$ cat config.mk
export PLATFORM = sky130hd
export DESIGN_NAME = clk_freq_meter
export DESIGN_NICKNAME = d
export VERILOG_FILES = /design/src/rtl/clk_freq_meter.sv
export SDC_FILE = /design/constraint.sdc
export NUM_CORES = 1
export LEC_CHECK = 0
export ABC_AREA = 1
export ABC_CLOCK_PERIOD_IN_PS = 5200
export BUFFER_PORTS_ARGS = -buffer_cell sky130_fd_sc_hd__buf_2
export CELL_PAD_IN_SITES_DETAIL_PLACEMENT = 2
export CELL_PAD_IN_SITES_GLOBAL_PLACEMENT = 2
export CORE_ASPECT_RATIO = 1.5
export CORE_UTILIZATION = 35
export CTS_CLUSTER_SIZE = 25
export DETAILED_ROUTE_END_ITERATION = 12
export GPL_TIMING_DRIVEN = 0
export HOLD_SLACK_MARGIN = 0.02
export PLACE_DENSITY_LB_ADDON = 0.2
export SLEW_MARGIN = 20
export SYNTH_ARGS = -nofsm -noshare
export SYNTH_HDL_FRONTEND = slang
export SYNTH_SLANG_ARGS = --single-unit
$ cat constraint.sdc
create_clock -name clk_ref -period 5.2 [get_ports clk_ref]
set_input_delay 0.26 -clock clk_ref [delete_from_list [all_inputs] [get_ports clk_ref]]
set_output_delay 0.26 -clock clk_ref [all_outputs]
set_load 0.005 [all_outputs]
$ cat src/rtl/clk_freq_meter.sv
// rtl/clk_freq_meter.sv - counts synchronized clk_in rising edges per gate window and tracks frequency lock.
// Optional phase-width glitch check is compiled in with CLK_FREQ_METER_GLITCH_CHECK_EN.
module clk_freq_meter #(
  parameter int GATE_CYCLES  = 1000,
  parameter int EXPECTED     = 125,
  parameter int TOLERANCE    = 2,
  parameter int LOCK_WINDOWS = 3,
  parameter int COUNT_W      = 16,
  parameter int MIN_PHASE    = 2
) (
  input  logic               clk_ref,
  input  logic               rst,
  input  logic               clk_in,
  input  logic               enable,
  output logic [COUNT_W-1:0] count_out,
  output logic               count_valid,
  output logic               locked,
  output logic               lost,
  output logic               glitch
);

  localparam int GATE_W   = $clog2(GATE_CYCLES);
  localparam int STREAK_W = $clog2(LOCK_WINDOWS + 1);

  localparam logic [GATE_W-1:0]     GATE_LAST   = GATE_W'(GATE_CYCLES - 1);
  localparam logic [COUNT_W-1:0]    CNT_MAX     = '1;
  localparam logic [STREAK_W-1:0]   STREAK_FULL = STREAK_W'(LOCK_WINDOWS);
  localparam logic signed [COUNT_W:0] EXP_S     = (COUNT_W + 1)'(EXPECTED);
  localparam logic signed [COUNT_W:0] TOL_S     = (COUNT_W + 1)'(TOLERANCE);

  typedef enum logic [1:0] {IDLE, SETTLE, MEASURE} state_t;

  state_t                 state;
  logic                   s1, s2, s3;
  logic                   settle_cnt;
  logic [GATE_W-1:0]      gate_cnt;
  logic [COUNT_W-1:0]     edge_cnt;
  logic [STREAK_W-1:0]    streak;

  logic                   rise;
  logic [COUNT_W-1:0]     edge_next;
  logic signed [COUNT_W:0] diff;
  logic signed [COUNT_W:0] abs_diff;
  logic                   good;
  logic [STREAK_W-1:0]    streak_inc;

  assign rise       = s2 & ~s3;
  assign edge_next  = (rise && edge_cnt != CNT_MAX) ? edge_cnt + COUNT_W'(1) : edge_cnt;
  assign diff       = $signed({1'b0, edge_next}) - EXP_S;
  assign abs_diff   = (diff < 0) ? -diff : diff;
  assign good       = (abs_diff <= TOL_S);
  assign streak_inc = (streak == STREAK_FULL) ? STREAK_FULL : streak + STREAK_W'(1);

  always_ff @(posedge clk_ref) begin
    if (rst) begin
      s1 <= 1'b0;
      s2 <= 1'b0;
      s3 <= 1'b0;
    end else begin
      s1 <= clk_in;
      s2 <= s1;
      s3 <= s2;
    end
  end

  always_ff @(posedge clk_ref) begin
    if (rst) begin
      state       <= IDLE;
      settle_cnt  <= 1'b0;
      gate_cnt    <= '0;
      edge_cnt    <= '0;
      streak      <= '0;
      count_out   <= '0;
      count_valid <= 1'b0;
      locked      <= 1'b0;
      lost        <= 1'b0;
    end else begin
      count_valid <= 1'b0;
      lost        <= 1'b0;
      if (!enable) begin
        // Abort silently: partial window dropped, last count_out retained.
        state      <= IDLE;
        settle_cnt <= 1'b0;
        gate_cnt   <= '0;
        edge_cnt   <= '0;
        streak     <= '0;
        locked     <= 1'b0;
      end else begin
        case (state)
          IDLE: begin
            state      <= SETTLE;
            settle_cnt <= 1'b0;
          end
          SETTLE: begin
            if (settle_cnt) begin
              state    <= MEASURE;
              gate_cnt <= '0;
              edge_cnt <= '0;
            end else begin
              settle_cnt <= 1'b1;
            end
          end
          MEASURE: begin
            if (gate_cnt == GATE_LAST) begin
              gate_cnt    <= '0;
              edge_cnt    <= '0;
              count_out   <= edge_next;
              count_valid <= 1'b1;
              if (good) begin
                streak <= streak_inc;
                locked <= (streak_inc == STREAK_FULL);
              end else begin
                streak <= '0;
                locked <= 1'b0;
                lost   <= locked;
              end
            end else begin
              gate_cnt <= gate_cnt + GATE_W'(1);
              edge_cnt <= edge_next;
            end
          end
          default: state <= IDLE;
        endcase
      end
    end
  end

`ifdef CLK_FREQ_METER_GLITCH_CHECK_EN
  localparam int PH_W = $clog2(MIN_PHASE + 1) + 1;
  localparam logic [PH_W-1:0] PH_MAX = '1;
  localparam logic [PH_W-1:0] PH_MIN = PH_W'(MIN_PHASE);

  logic [PH_W-1:0] phase_cnt;

  // phase_cnt holds the length of the s2 phase that ends when s2 and s3 differ.
  always_ff @(posedge clk_ref) begin
    if (rst) begin
      phase_cnt <= '0;
      glitch    <= 1'b0;
    end else begin
      if (s2 != s3)
        phase_cnt <= PH_W'(1);
      else if (phase_cnt != PH_MAX)
        phase_cnt <= phase_cnt + PH_W'(1);
      if (!enable)
        glitch <= 1'b0;
      else if (state == MEASURE && s2 != s3 && phase_cnt < PH_MIN)
        glitch <= 1'b1;
    end
  end
`else
  assign glitch = 1'b0;
`endif

endmodule

* Yosys cells after proc, flatten, opt, wreduce, memory -nomap -nowiden
Cells that the tools add are included.
** Storage, ports and cells
- Register bits after elaboration :: 53
- Input port bits :: 4
- Output and inout port bits :: 20
- Word-level logic and storage cells :: 57
** Cells by class
- $add $sub $neg :: 5
- Magnitude comparators :: 2
- Eq/ne operators :: 7
- Muxes and demuxes :: 15
- Bitwise logic cells :: 5
- Reduce and logical (&&, ||, !) cells :: 11
** Operators by type and width (number)
- 16-bit 2-to-1 mux :: 3
- 16-bit one-hot mux with 2 select lines :: 1
- 10-bit 2-to-1 mux :: 2
- 10-bit one-hot mux with 2 select lines :: 1
- 17-bit by 3-bit less-or-equal comparator with 1-bit output, second input constant :: 1
- 17-bit by 1-bit less-than comparator with 1-bit output, second input constant :: 1
- 17-bit 2-to-1 mux :: 1
- 17-bit negator :: 1
- 16-bit by 7-bit subtractor with 17-bit output, second input constant :: 1
- 16-bit by 1-bit adder with 16-bit output, second input constant :: 1
- 16-bit inequality test, second input constant :: 1
- 10-bit by 1-bit adder with 10-bit output, second input constant :: 1
- 10-bit == test, second input constant :: 1
- 2-bit == test, second input constant :: 3
- 2-bit 2-to-1 mux :: 3
- 2-bit one-hot mux with 3 select lines :: 1
- 2-bit AND reduction :: 3
- 5-bit OR reduction :: 1
- 1-bit NOT :: 4
- 2-bit nonzero test :: 2
- 3-bit AND reduction :: 1
- 3-bit OR reduction :: 1
- 2-bit by 1-bit adder with 2-bit output, second input constant :: 1
- 2-bit by 1-bit == test with 1-bit output, second input constant :: 1
- 7 further kinds :: 8

* Depth between registers and ports, before layout
Gate-level depths: netlist (run 1).
- Depth after elaboration :: 9
- Depth in mapped cells :: 27
- Mapped depth without buffers :: 27

* Worst setup path after synthesis (run 1)
Ideal clock, no wire load.
- Path kind :: flip-flop to flip-flop
- From :: register edge_cnt[0]
- To :: register lost
- Library setup time :: 0.112 ns
- Arrival :: 3.171 ns
- Setup slack :: 1.917 ns
- Cell stages (with the launch flop) :: 26
- Path buffers :: 2
- Clock period less this slack :: 3.283 ns
- Cell sequence :: dfxtp_1 > ha_1 > inv_2 > nor2_4 > nand2_2 > o21ai_2 > buf_6 > nand2_1 > o21ai_0 > inv_1 > ha_1 > inv_1 > nand3_1 > nor2_1 > nand3_2 > nand3_1 > buf_4 > nand3_1 > nand2_1 > nand2_1 > nor2_1 > nand3_1 > nor2_1 > nand3_2 > nand2_1 > nor2_1
** On the way
- Cells in the longest elaborated chain, start to end :: 8
- Elaborated cells on any way between the ends :: 10
** Ends and longest elaborated chain
- from (decl) :: RTL line 37 : logic [COUNT_W-1:0] edge_cnt;
- from (signal assigned) :: RTL line 119 : edge_cnt <= edge_next;
- parallel branches: the longest is 2 deep, another holds 16-bit by 1-bit adder with 16-bit output
- 16-bit 2-to-1 mux * :: RTL line 48 : assign edge_next = (rise && edge_cnt != CNT_MAX) ? edge_cnt + COUNT_W'(1) : edge_cnt;
- via edge_next[1] :: RTL line 41 : logic [COUNT_W-1:0] edge_next;
- 16-bit by 7-bit subtractor with 17-bit output * :: RTL line 49 : assign diff = $signed({1'b0, edge_next}) - EXP_S;
- 17-bit negator or 17-bit by 1-bit less-than comparator with 1-bit output (tied branches) :: RTL line 50 : assign abs_diff = (diff < 0) ? -diff : diff;
- 17-bit 2-to-1 mux * :: RTL line 50
- 17-bit by 3-bit less-or-equal comparator with 1-bit output * :: RTL line 51 : assign good = (abs_diff <= TOL_S);
- 5-bit OR reduction (no source line) *
- to (signal assigned) :: RTL line 115 : lost <= locked;
- to (decl) :: RTL line 18 : output logic lost,
Mark *: on every way through the listed nets, which the timed path passes.
A chain may end at the register's enable or synchronous reset.

* Worst setup path in the final report (run 1)
- From :: register edge_cnt[1]
- To :: register lost
The elaborated chain is that of the path after synthesis.

==> results of run 1 <==
[cell type report]
class,count,area (µm²)
fillers,1266,5812
multi-input cells,421,2056
flip-flops and latches,53,1061
inverters,82,307.8
well taps,115,143.9
clock buffers,5,125.1
repair buffers,22,110.1
plain buffers,16,90.09
clock inverters,2,38.79
[report_power, final]
part / leakage [µW] / total, µW / internal, µW / switching (µW)
registers: 0.000428 / 408 / 407 / 0.885
clock network: 0.0000803 / 398 / 227 / 171
logic: 0.00129 / 86.2 / 25.2 / 61.1
[flip-flops by register name, summed over array words and instances (netlist names)]
register,cells
streak,2
lost,1
state,2
gate_cnt,10
s2,1
locked,1
s1,1
settle_cnt,1
edge_cnt,16
s3,1
count_valid,1
count_out,16
[worst max-delay path, stage by stage, from the launching register on]
cell and delay (ns):
dfxtp_1 0.40, ha_1 0.31, inv_2 0.09, nor2_4 0.14, nand2_2 0.12, o21ai_2 0.28, buf_6 0.21, nand2_1 0.07
o21ai_0 0.26, inv_1 0.29, ha_1 0.30, inv_1 0.06, nand3_1 0.14, nor2_1 0.23, nand3_2 0.15, nand3_1 0.18
buf_4 0.22, nand3_1 0.09, nand2_1 0.11, nand2_1 0.06, nor2_1 0.12, nand3_1 0.09, nor2_1 0.12, nand3_2 0.12
nand2_1 0.08, nor2_1 0.04
[per-stage QoR]
stage	utilization, %	hold WS (ns)	cell area, µm²	setup WS, ns
final	40.36	0.1614	3933	0.7994
after floorplan	-	0.3312	3515	1.917
after global placement	38.67	0.3887	3769	0.9621
after detailed placement	38.67	0.3978	3769	0.7711
after global routing	40.36	0.1768	3933	0.3188
after CTS	40.36	0.1608	3933	0.6920
[Yosys cell counts]
library cell  number
ha_1               7
a221oi_1           3
a21oi_2            1
a211oi_1           1
o211ai_1          10
nand3_2            6
nor3_1             7
a21oi_1           37
nand2_1          184
conb_1             1
nor2_4             3
nor2_2             4
clkbuf_1          11
o21ai_0           18
o21ai_2            2
or2_2              2
nand2_4            1
xor2_1            16
inv_2              3
buf_6              3
nand4_1            8
dfxtp_1           53
nor2_1            62
a21o_1             1
nand2_2           12
buf_4              2
inv_1             79
a32oi_1            1
o22ai_1            1
nand3_1           33
[layer usage]
layer | part of all wire [%] | global-route usage (%)
met2 | 57 | 50.19
met5 | 0 | 0
met4 | 2.6 | 9.026
met3 | 1.2 | 2.319
met1 | 39 | 25.92
[cell families after synthesis]
logic type	Yosys count
AND/OR/NAND/NOR	322
buffers and inverters	98
AO/OA/AOI/OAI	75
flip-flops	53
XOR/XNOR	16
adder cells (fa/ha/maj)	7
other	1
[worst max path at each step]
stage | end | slack [ns] | depth (start not counted)
after floorplan | lost | 1.92 | 25
final | lost | 0.80 | 25
after CTS | lost | 0.69 | 25
after detailed placement | lost | 0.77 | 25
after global placement | lost | 0.96 | 25
after global routing | lost | 0.32 | 25
==> out/metrics.cfg, run 1 <==
[run_status]
status = finished, violations left
violations = design-rule violations

[timing]
setup_violations = 0
maxSlewHeadroom_pct = 46.36
skew_ns = 0.01659
fin_setup_tns_ns = 0
maxSlewViolCount = 0
hold_viol = 0
period_share_pct = 84.63
fmax_mhz = 227.2
worst_slew_pin_slew_ns = 0.8047
rsz0062_at_grt = no
period_minus_slack_ns = 4.401

[synthesis]
ys_seq_elements = 53
avgSynthCellArea_um2 = 6.144
synth-simple-area-share_pct = 39.59
yosysWarnings = 0
yosys-top-cells-area = dfxtp_1 (30%), nand2_1 (20%), inv_1 (8.4%), nor2_1 (6.6%), a21oi_1 (5.3%)
synthAdderAreaFrac_pct = 2.492
synth_sequential_area_ratio_pct = 30.19
syn-num-nets = 583
synth_top_family_by_area = simple AND/OR/NAND/NOR gates
synthXorXnorAreaFrac_pct = 3.987
synth_cells = 572
synth_top_cell_by_area = dfxtp_1
yosysTopAreaCellShare_pct = 30.19
syn_area_um2 = 3515
synth.distinct_cells = 30
synth-compound-area-share_pct = 12.32
post_synth_mux_area_share_pct = 0

[floorplan]
io_pins = 24
num_rows = 44
core-area_um2 = 9744
die_y_um = 124.7
die_x_um = 83.82
initial_core_util_pct = 36.07
dieArea_um2 = 10450

[detailed_routing]
drc = 4
vias = 3752
firstDrtPassIters = 8
viasPerCell = 5.240
wirelength_um = 12460
wl_per_cell_um = 17.41
drt_iter0_drc = 102
ant_nets = 0

[placed_design]
routabilityCongestion = 0.7750
port-buffer-count = 22
hpwl_um = 9912
dp.cells = 709

[worst_setup_path]
startpoint = edge_cnt[1]
crit_arrival_ns = 4.60
reg2reg_from = edge_cnt[1]
rr_worst_depth = 25
cp.required_ns = 5.40
r2r-end = lost
worstSetupStartpointType = flop
endpoint_kind = flop
r2r_setup_slack_ns = 0.80
worstSetupPathType = flop to flop
cp_max_fo = 10

[cells_and_area]
final_cell_count_no_fill = 716
nets = 612
areaGrowthSynthToFinish_pct = 11.89
diodes = 0
drive_gt1_share_pct = 11.31
final_cell_mix = nand2_1 (184), inv_1 (79), nor2_1 (62), dfxtp_1 (53), a21oi_1 (37)
final_common_cell = nand2_1

[power_and_ir_drop]
p_per_area_nw_per_um2 = 226.8
leakage_uw = 0.001796
totalPowerFinal_uw = 891.8
peakVddDrop_mv = 0.1177

[worst_hold_path]
min_path_cells = 3
hp-class = input pin to flop
hold_end = s1
worstHoldStart = clk_in

[clock_tree]
hold_buffers = 0
cts_resized = 0
cts_tree = built
post_cts_buffers = 0
clk_root_buffer_cell = clkbuf_16
cts-root-to-sink-buffers = 2
cts.sinks = 53
clkTransAtPathRegs_ns = 0.07
clock_latency_ns = 0.31
cts_made_buffers = 5
htreeDepth = 2

[global_routing]
track_usage_pct = 24.94
antenna_found_initial = 0
grt_overflow = 0
grt_pass1_vias = 4149
grt_pass1_wl_um = 20430
grt_max_degree = 17

[flow_run]
cap_violations = 0

Note: power is estimated with default switching activity, not from simulation.
==> inputs of run 2 (changes only) <==
--- a/config.mk
+++ b/config.mk
@@ -5,13 +5,13 @@
 export SDC_FILE = /design/constraint.sdc
 export NUM_CORES = 1
 export LEC_CHECK = 0
-export ABC_AREA = 1
-export ABC_CLOCK_PERIOD_IN_PS = 5200
+export ABC_AREA = 0
+export ABC_CLOCK_PERIOD_IN_PS = 4600
 export BUFFER_PORTS_ARGS = -buffer_cell sky130_fd_sc_hd__buf_2
 export CELL_PAD_IN_SITES_DETAIL_PLACEMENT = 2
 export CELL_PAD_IN_SITES_GLOBAL_PLACEMENT = 2
 export CORE_ASPECT_RATIO = 1.5
-export CORE_UTILIZATION = 35
+export CORE_UTILIZATION = 36
 export CTS_CLUSTER_SIZE = 25
 export DETAILED_ROUTE_END_ITERATION = 12
 export GPL_TIMING_DRIVEN = 0
==> constraint.sdc (replaced) <==
create_clock -name clk_ref -period 4.6 [get_ports clk_ref]
set_input_delay 0.23 -clock clk_ref [delete_from_list [all_inputs] [get_ports clk_ref]]
set_output_delay 0.23 -clock clk_ref [all_outputs]
set_load 0.005 [all_outputs]
==> out/metrics.cfg, run 2 <==
[global_routing]
grt_pass1_wl_um = 19110  ; was 20430 µm
track_usage_pct = 25.93  ; was 24.94%
antenna_found_initial = 0  ; unchanged
grt_max_degree = 19  ; was 17
grt_overflow = 0  ; unchanged
grt_pass1_vias = 3699  ; was 4149

[clock_tree]
htreeDepth = 2  ; unchanged
clk_root_buffer_cell = clkbuf_16  ; unchanged
cts_made_buffers = 5  ; unchanged
cts-root-to-sink-buffers = 2  ; unchanged
clock_latency_ns = 0.31  ; about the same
cts_tree = built  ; unchanged
hold_buffers = 0  ; unchanged
clkTransAtPathRegs_ns = 0.08  ; was 0.07 ns
cts.sinks = 53  ; unchanged

[synthesis]
avgSynthCellArea_um2 = 7.835  ; was 6.144 µm²
ys.flop_type = dfxtp_1  ; unchanged
async_flop_share_pct = 0  ; unchanged
ys_seq_elements = 53  ; unchanged
yosysWarnings = 0  ; unchanged
synth_cells = 428  ; was 572
synth_top_cell_by_area = dfxtp_1  ; unchanged
synth_edf_count = 0  ; unchanged
synth_most_common_cell = nor2_1  ; was nand2_1
syn_area_um2 = 3353  ; was 3515 µm²
yosysTopAreaCellShare_pct = 31.64  ; was 30.19%
synthTopCellsByCount = nor2_1 (54), dfxtp_1 (53), nand2_1 (48)  ; was nand2_1 (184), inv_1 (79), nor2_1 (62)
synth_sequential_area_ratio_pct = 31.64  ; was 30.19%
syn-num-nets = 439  ; was 583
yosys-top-cells-area = dfxtp_1 (32%), nor2_1 (6.0%), nand2_1 (5.4%), a21oi_1 (5.2%), o21ai_0 (3.0%)  ; was dfxtp_1 (30%), nand2_1 (20%), inv_1 (8.4%), nor2_1 (6.6%), a21oi_1 (5.3%)
synth.distinct_cells = 65  ; was 30

[cells_and_area]
final_common_cell = nor2_1  ; was nand2_1
diodes = 0  ; unchanged
areaGrowthSynthToFinish_pct = 15.26  ; was 11.89%
nets = 470  ; was 612
final_cell_count_no_fill = 570  ; was 716
drive_gt1_share_pct = 15.87  ; was 11.31%
n_fill_cell = 1043  ; was 1266
final_cell_mix = nor2_1 (53), dfxtp_1 (49), nand2_1 (48), a21oi_1 (35), buf_2 (25)  ; was nand2_1 (184), inv_1 (79), nor2_1 (62), dfxtp_1 (53), a21oi_1 (37)
biggestRegsByFlops = count_out: 16 flops, edge_cnt: 16 flops, gate_cnt: 10 flops  ; unchanged

[power_and_ir_drop]
totalPowerFinal_uw = 895.2  ; was 891.8 µW
leakage_uw = 0.001499  ; was 0.001796 µW
peakVddDrop_mv = 0.1548  ; was 0.1177 mV
p_per_area_nw_per_um2 = 231.6  ; was 226.8 nW/µm²

[placed_design]
port-buffer-count = 22  ; unchanged
routabilityCongestion = 0.8502  ; was 0.7750
hpwl_um = 8905  ; was 9912 µm
dp.cells = 560  ; was 709

[timing]
maxSlewViolCount = 0  ; unchanged
fmax_mhz = 230.1  ; was 227.2 MHz
maxSlewHeadroom_pct = 39.69  ; was 46.36%
period_minus_slack_ns = 4.346  ; was 4.401 ns
setup_violations = 0  ; unchanged
holdWs_ns = 0.1500  ; was 0.1614 ns
worst_slew_pin_slew_ns = 0.8977  ; was 0.8047 ns
rsz0062_at_grt = no  ; unchanged
period_share_pct = 94.47  ; was 84.63%
fin_setup_tns_ns = 0  ; unchanged
skew_ns = 0.007567  ; was 0.01659 ns
hold_viol = 0  ; unchanged

[floorplan]
die_y_um = 120.2  ; was 124.7 µm
core-area_um2 = 8934  ; was 9744 µm²
num_rows = 42  ; was 44
dieArea_um2 = 9712  ; was 10450 µm²
io_pins = 24  ; unchanged
initial_core_util_pct = 37.54  ; was 36.07%
die_x_um = 80.80  ; was 83.82 µm

[detailed_routing]
firstDrtPassIters = 4  ; was 8
drt_iter0_drc = 117  ; was 102
drc = 0  ; was 4
vias = 3417  ; was 3752
viasPerCell = 5.995  ; was 5.240
wl_per_cell_um = 21.28  ; was 17.41 µm
ant_nets = 0  ; unchanged
wirelength_um = 12130  ; was 12460 µm

[worst_setup_path]
crit_path_max_incr_delay_ns = 0.55  ; was 0.40 ns
endpoint_kind = flop  ; unchanged
crit_arrival_ns = 4.50  ; was 4.60 ns
critical-path-slowest-cell = or4_1  ; was dfxtp_1
cp.required_ns = 4.75  ; was 5.40 ns
cp_max_fo = 8  ; was 10
path_cells = ha_4 -> nand3_4 -> nor4_4 -> nor2_2 -> xor2_2 -> inv_1 -> ha_2 -> or4_1 -> and2_1 -> or3_1 -> buf_2 -> and3_1 -> buf_6 -> mux2_1 -> o211a_1 -> nand3_1 -> o22ai_1
worstSetupPathType = flop to flop  ; unchanged
worstSetupStartpointType = flop  ; unchanged

[flow_run]
cap_violations = 0  ; unchanged

[run_status]
status = finished clean  ; was finished, violations left

[worst_hold_path]
hp-class = input pin to flop  ; unchanged

run 2: cell types whose count changed after synthesis, sizes merged, moves of 10 or more:
cell / before / now
nand2: 197 / 49
inv: 82 / 8
nand3: 39 / 15
nor2: 69 / 54
a22oi: 0 / 13
and3: 0 / 12
xnor2: 0 / 11
and2: 0 / 10
o211ai: 10 / 0
run 2: power breakdown:
part           internal, µW  switching, µW  total (µW)
registers               460           1.42         461
clock network           206            199         406
logic                  7.88           20.1        28.0
total                   674            221         895
run 2: layer usage:
layer  share of wire, %  wire length (µm)  up-vias  GRT usage [%]
met3                1.6               195       23          3.170
met2                 57              6949       47          51.31
met1                 38              4596     1738          25.46
met5                  0                 0        -              0
met4                3.2               391        0          11.72
li1                   -                 -     1609              -
run 2: kinds of logic after synthesis:
logic type               share of synthesized area, %
multiplexers                                    2.799
buffers and inverters                           4.739
adder cells (fa/ha/maj)                         2.612
AO/OA/AOI/OAI                                   20.15
flip-flops                                      31.64
other                                          0.1118
AND/OR/NAND/NOR                                 32.72
XOR/XNOR                                        5.224
run 2: cell type report:
cell class	count	area [µm²]	share of cell area, %
tap	110	137.6	3.561
clock buffer	5	125.1	3.237
timing repair buffer	26	140.1	3.626
clock inverter	3	26.28	0.6798
inverter	8	30.03	0.7769
multi-input combinational	343	2216	57.33
buffer	22	123.9	3.205
sequential	53	1066	27.58
run 2: worst paths after layout:
kind,slack (ns),cells past startpoint,startpoint,to
max,0.25,17,edge_cnt[1],locked
min,0.15,2,clk_in,s1
max reg2reg,0.25,17,edge_cnt[1],locked
min reg2reg,0.46,2,count_out[13],count_out[13]
run 2: critical path, delay by kind of cell, from the launching register on:
kind                       cells  cell delay (ns)
and+or+nand+nor                8             2.11
DFF                            1             0.42
adders and majority gates      2             0.40
buffers and inverters          3             0.37
AOI/OAI and AO/OA              2             0.37
muxes                          1             0.31
xor gates and xnor gates       1             0.20
run 2: what timing repair did:
| action | CTS | global route |
|---|---|---|
| setup endpoints to repair | 4 | 4 |
| gates cloned | 0 | 0 |
| buffers inserted | 2 | 2 |
| gates resized for setup | 5 | 13 |
| pin swaps | 1 | 1 |
run 2: stage by stage:
step | instance area, µm² | utilization (%) | setup slack, ns
after global placement | 3601 | 40.31 | -0.5587
after CTS | 3787 | 42.39 | 0.006056
final | 3865 | 43.26 | 0.2542
after detailed placement | 3601 | 40.31 | -0.6727
after global routing | 3865 | 43.26 | 0.03805
after floorplan | 3353 | - | 0.2734
==> inputs of run 3 (changes only) <==
--- a/config.mk
+++ b/config.mk
@@ -11,7 +11,8 @@
 export CELL_PAD_IN_SITES_DETAIL_PLACEMENT = 2
 export CELL_PAD_IN_SITES_GLOBAL_PLACEMENT = 2
 export CORE_ASPECT_RATIO = 1.5
-export CORE_UTILIZATION = 36
+export CORE_UTILIZATION = 37
+export CTS_BUF_LIST = sky130_fd_sc_hd__clkbuf_4 sky130_fd_sc_hd__clkbuf_8
 export CTS_CLUSTER_SIZE = 25
 export DETAILED_ROUTE_END_ITERATION = 12
 export GPL_TIMING_DRIVEN = 0
==> out/metrics.cfg, run 3 (synthesis gave the netlist of run 2 again) <==
[flow_run]
cap_violations = 0  ; unchanged

[power_and_ir_drop]
p_per_area_nw_per_um2 = 219.9  ; was 231.6 nW/µm²
leakage_uw = 0.001483  ; was 0.001499 µW
switchingPower_uw = 203.3  ; was 220.9 µW
peakVddDrop_mv = 0.1656  ; was 0.1548 mV
totalPowerFinal_uw = 838.2  ; was 895.2 µW
p_int_uw = 634.9  ; was 674.3 µW
sequentialPowerShare_pct = 55.0  ; was 51.5%
p_comb_share_pct = 3.2  ; was 3.1%
clkPwrFrac_pct = 41.7  ; was 45.3%
switching_share_pct = 24.26  ; was 24.67%

[global_routing]
grt_pass1_wl_um = 18750  ; was 19110 µm
gr-usage-met1_pct = 26.15  ; was 25.46%
use_met3_pct = 3.243  ; was 3.170%
use_met2_pct = 51.39  ; was 51.31%
grt_pass1_vias = 3649  ; was 3699
grt_overflow = 0  ; unchanged
grt.busiest_layer = met2  ; unchanged
antenna_found_initial = 0  ; unchanged
grt_max_degree = 19  ; unchanged
track_usage_pct = 25.93  ; about the same

[timing]
maxSlewViolCount = 0  ; unchanged
setup_violations = 0  ; unchanged
period_minus_slack_ns = 4.384  ; was 4.346 ns
fin_setup_tns_ns = 0  ; unchanged
hold_viol = 0  ; unchanged
fmax_mhz = 228.1  ; was 230.1 MHz
fin_ws_ns = 0.2165  ; was 0.2542 ns
rsz0062_at_grt = no  ; unchanged
maxSlewHeadroom_pct = 35.01  ; was 39.69%
holdWs_ns = 0.1213  ; was 0.1500 ns
period_share_pct = 95.29  ; was 94.47%
skew_ns = 0.01496  ; was 0.007567 ns
worst_slew_pin_slew_ns = 0.9674  ; was 0.8977 ns

[clock_tree]
htreeDepth = 2  ; unchanged
clock_latency_ns = 0.34  ; was 0.31 ns
cts_made_buffers = 5  ; unchanged
cts.sinks = 53  ; unchanged
hold_buffers = 0  ; unchanged
cts-root-to-sink-buffers = 2  ; unchanged
clk_root_buffer_cell = clkbuf_8  ; was clkbuf_16
clkTransAtPathRegs_ns = 0.11  ; was 0.08 ns
cts_tree = built  ; unchanged

[worst_setup_path]
path_cells = ha_4 -> nand3_4 -> nor4_4 -> nor2_2 -> mux2i_4 -> ha_1 -> or4_1 -> and2_2 -> or3_1 -> buf_2 -> and3_1 -> buf_6 -> mux2_1 -> o211a_1 -> nand3_1 -> o22ai_1  ; was ha_4 -> nand3_4 -> nor4_4 -> nor2_2 -> xor2_2 -> inv_1 -> ha_2 -> or4_1 -> and2_1 -> or3_1 -> buf_2 -> and3_1 -> buf_6 -> mux2_1 -> o211a_1 -> nand3_1 -> o22ai_1
path_buf_inv = 2  ; was 3
crit_path_max_incr_delay_ns = 0.58  ; was 0.55 ns
cp_max_fo = 8  ; unchanged
critPathTopFamily = simple AND/OR/NAND/NOR gates  ; unchanged
worstSetupStartpointType = flop  ; unchanged
endpoint_kind = flop  ; unchanged
crit_arrival_ns = 4.56  ; was 4.50 ns
r2r_setup_slack_ns = 0.22  ; was 0.25 ns
worstSetupPathType = flop to flop  ; unchanged
critical-path-slowest-cell = or4_1  ; unchanged
cp.required_ns = 4.78  ; was 4.75 ns

[detailed_routing]
firstDrtPassIters = 4  ; unchanged
drc = 0  ; unchanged
wl_per_cell_um = 20.45  ; was 21.28 µm
drt_iter0_drc = 117  ; unchanged
viasPerCell = 5.879  ; was 5.995
ant_nets = 0  ; unchanged
wirelength_um = 11620  ; was 12130 µm
vias = 3339  ; was 3417

[cells_and_area]
drive_gt1_share_pct = 15.50  ; was 15.87%
areaGrowthSynthToFinish_pct = 13.69  ; was 15.26%
n_fill_cell = 1020  ; was 1043
diodes = 0  ; unchanged
final_common_cell = nor2_1  ; unchanged
nets = 468  ; was 470
final_cell_count_no_fill = 568  ; was 570
final_cell_mix = nor2_1 (53), dfxtp_1 (49), nand2_1 (48), a21oi_1 (35), buf_2 (26)  ; was nor2_1 (53), dfxtp_1 (49), nand2_1 (48), a21oi_1 (35), buf_2 (25)
biggestRegsByFlops = count_out: 16 flops, edge_cnt: 16 flops, gate_cnt: 10 flops  ; unchanged

[floorplan]
initial_core_util_pct = 37.98  ; was 37.54%
io_pins = 24  ; unchanged
dieArea_um2 = 9456  ; was 9712 µm²
core-area_um2 = 8828  ; was 8934 µm²
die_x_um = 79.73  ; was 80.80 µm
die_y_um = 118.6  ; was 120.2 µm
num_rows = 42  ; unchanged

[worst_hold_path]
hp-class = input pin to flop  ; unchanged

[placed_design]
dp.cells = 560  ; unchanged
hpwl_um = 8990  ; was 8905 µm
port-buffer-count = 22  ; unchanged
routabilityCongestion = 0.8655  ; was 0.8502
pre_cts_ws_ns = -0.6476  ; was -0.6727 ns

[run_status]
status = finished clean  ; unchanged

run 3: cell type report:
class	instances	area [µm²]	share of cell area, %
Buffer	22	121.4	3.183
Sequential cell	53	1069	28.03
Inverter	8	30.03	0.7877
Timing Repair Buffer	24	125.1	3.282
Clock inverter	3	50.05	1.313
Tap cell	110	137.6	3.610
Clock buffer	5	68.82	1.805
Multi-Input combinational cell	343	2211	57.99
run 3: worst reg2reg max path, stage by stage (launching register included):
cell	delay, ns
dfxtp_4	0.41
ha_4	0.20
nand3_4	0.14
nor4_4	0.31
nor2_2	0.14
mux2i_4	0.25
ha_1	0.29
or4_1	0.58
and2_2	0.29
or3_1	0.37
buf_2	0.17
and3_1	0.17
buf_6	0.13
mux2_1	0.30
o211a_1	0.26
nand3_1	0.14
o22ai_1	0.10
run 3: worst paths after layout:
check | from | endpoint | cells after the start
max | edge_cnt[1] | locked | 16
min | clk_in | s1 | 2
max reg2reg | edge_cnt[1] | locked | 16
min reg2reg | s1 | s2 | 1
run 3: power groups by stage:
stage          logic, µW  registers, µW  clock network [µW]
2_1_floorplan       16.1            472                   0
3_3_place_gp        24.8            472                   0
3_5_place_dp        25.7            472                   0
4_1_cts             27.0            462                 358
5_1_grt             29.8            462                 377
6_report            27.1            461                 350
run 3: timing repair:
action / 4_1_cts / 5_1_grt
pin swaps: 1 / 1
setup buffers: 2 / 0
gates resized for setup: 7 / 11
endpoints found under the setup margin: 4 / 4
run 3: metal layers:
| layer | wire (µm) | part of all wire (%) | up-vias |
|---|---|---|---|
| met5 | 0 | 0 | - |
| met4 | 336 | 2.9 | 0 |
| met3 | 199 | 1.7 | 19 |
| met2 | 6650 | 57 | 43 |
| met1 | 4430 | 38 | 1672 |
| li1 | - | - | 1605 |
run 3: metrics by stage:
step / cell area [µm²] / utilization [%]
final: 3812 / 43.18
after global routing: 3812 / 43.18
after CTS: 3766 / 42.66
after detailed placement: 3601 / 40.79
after global placement: 3601 / 40.79
after floorplan: 3353 / -
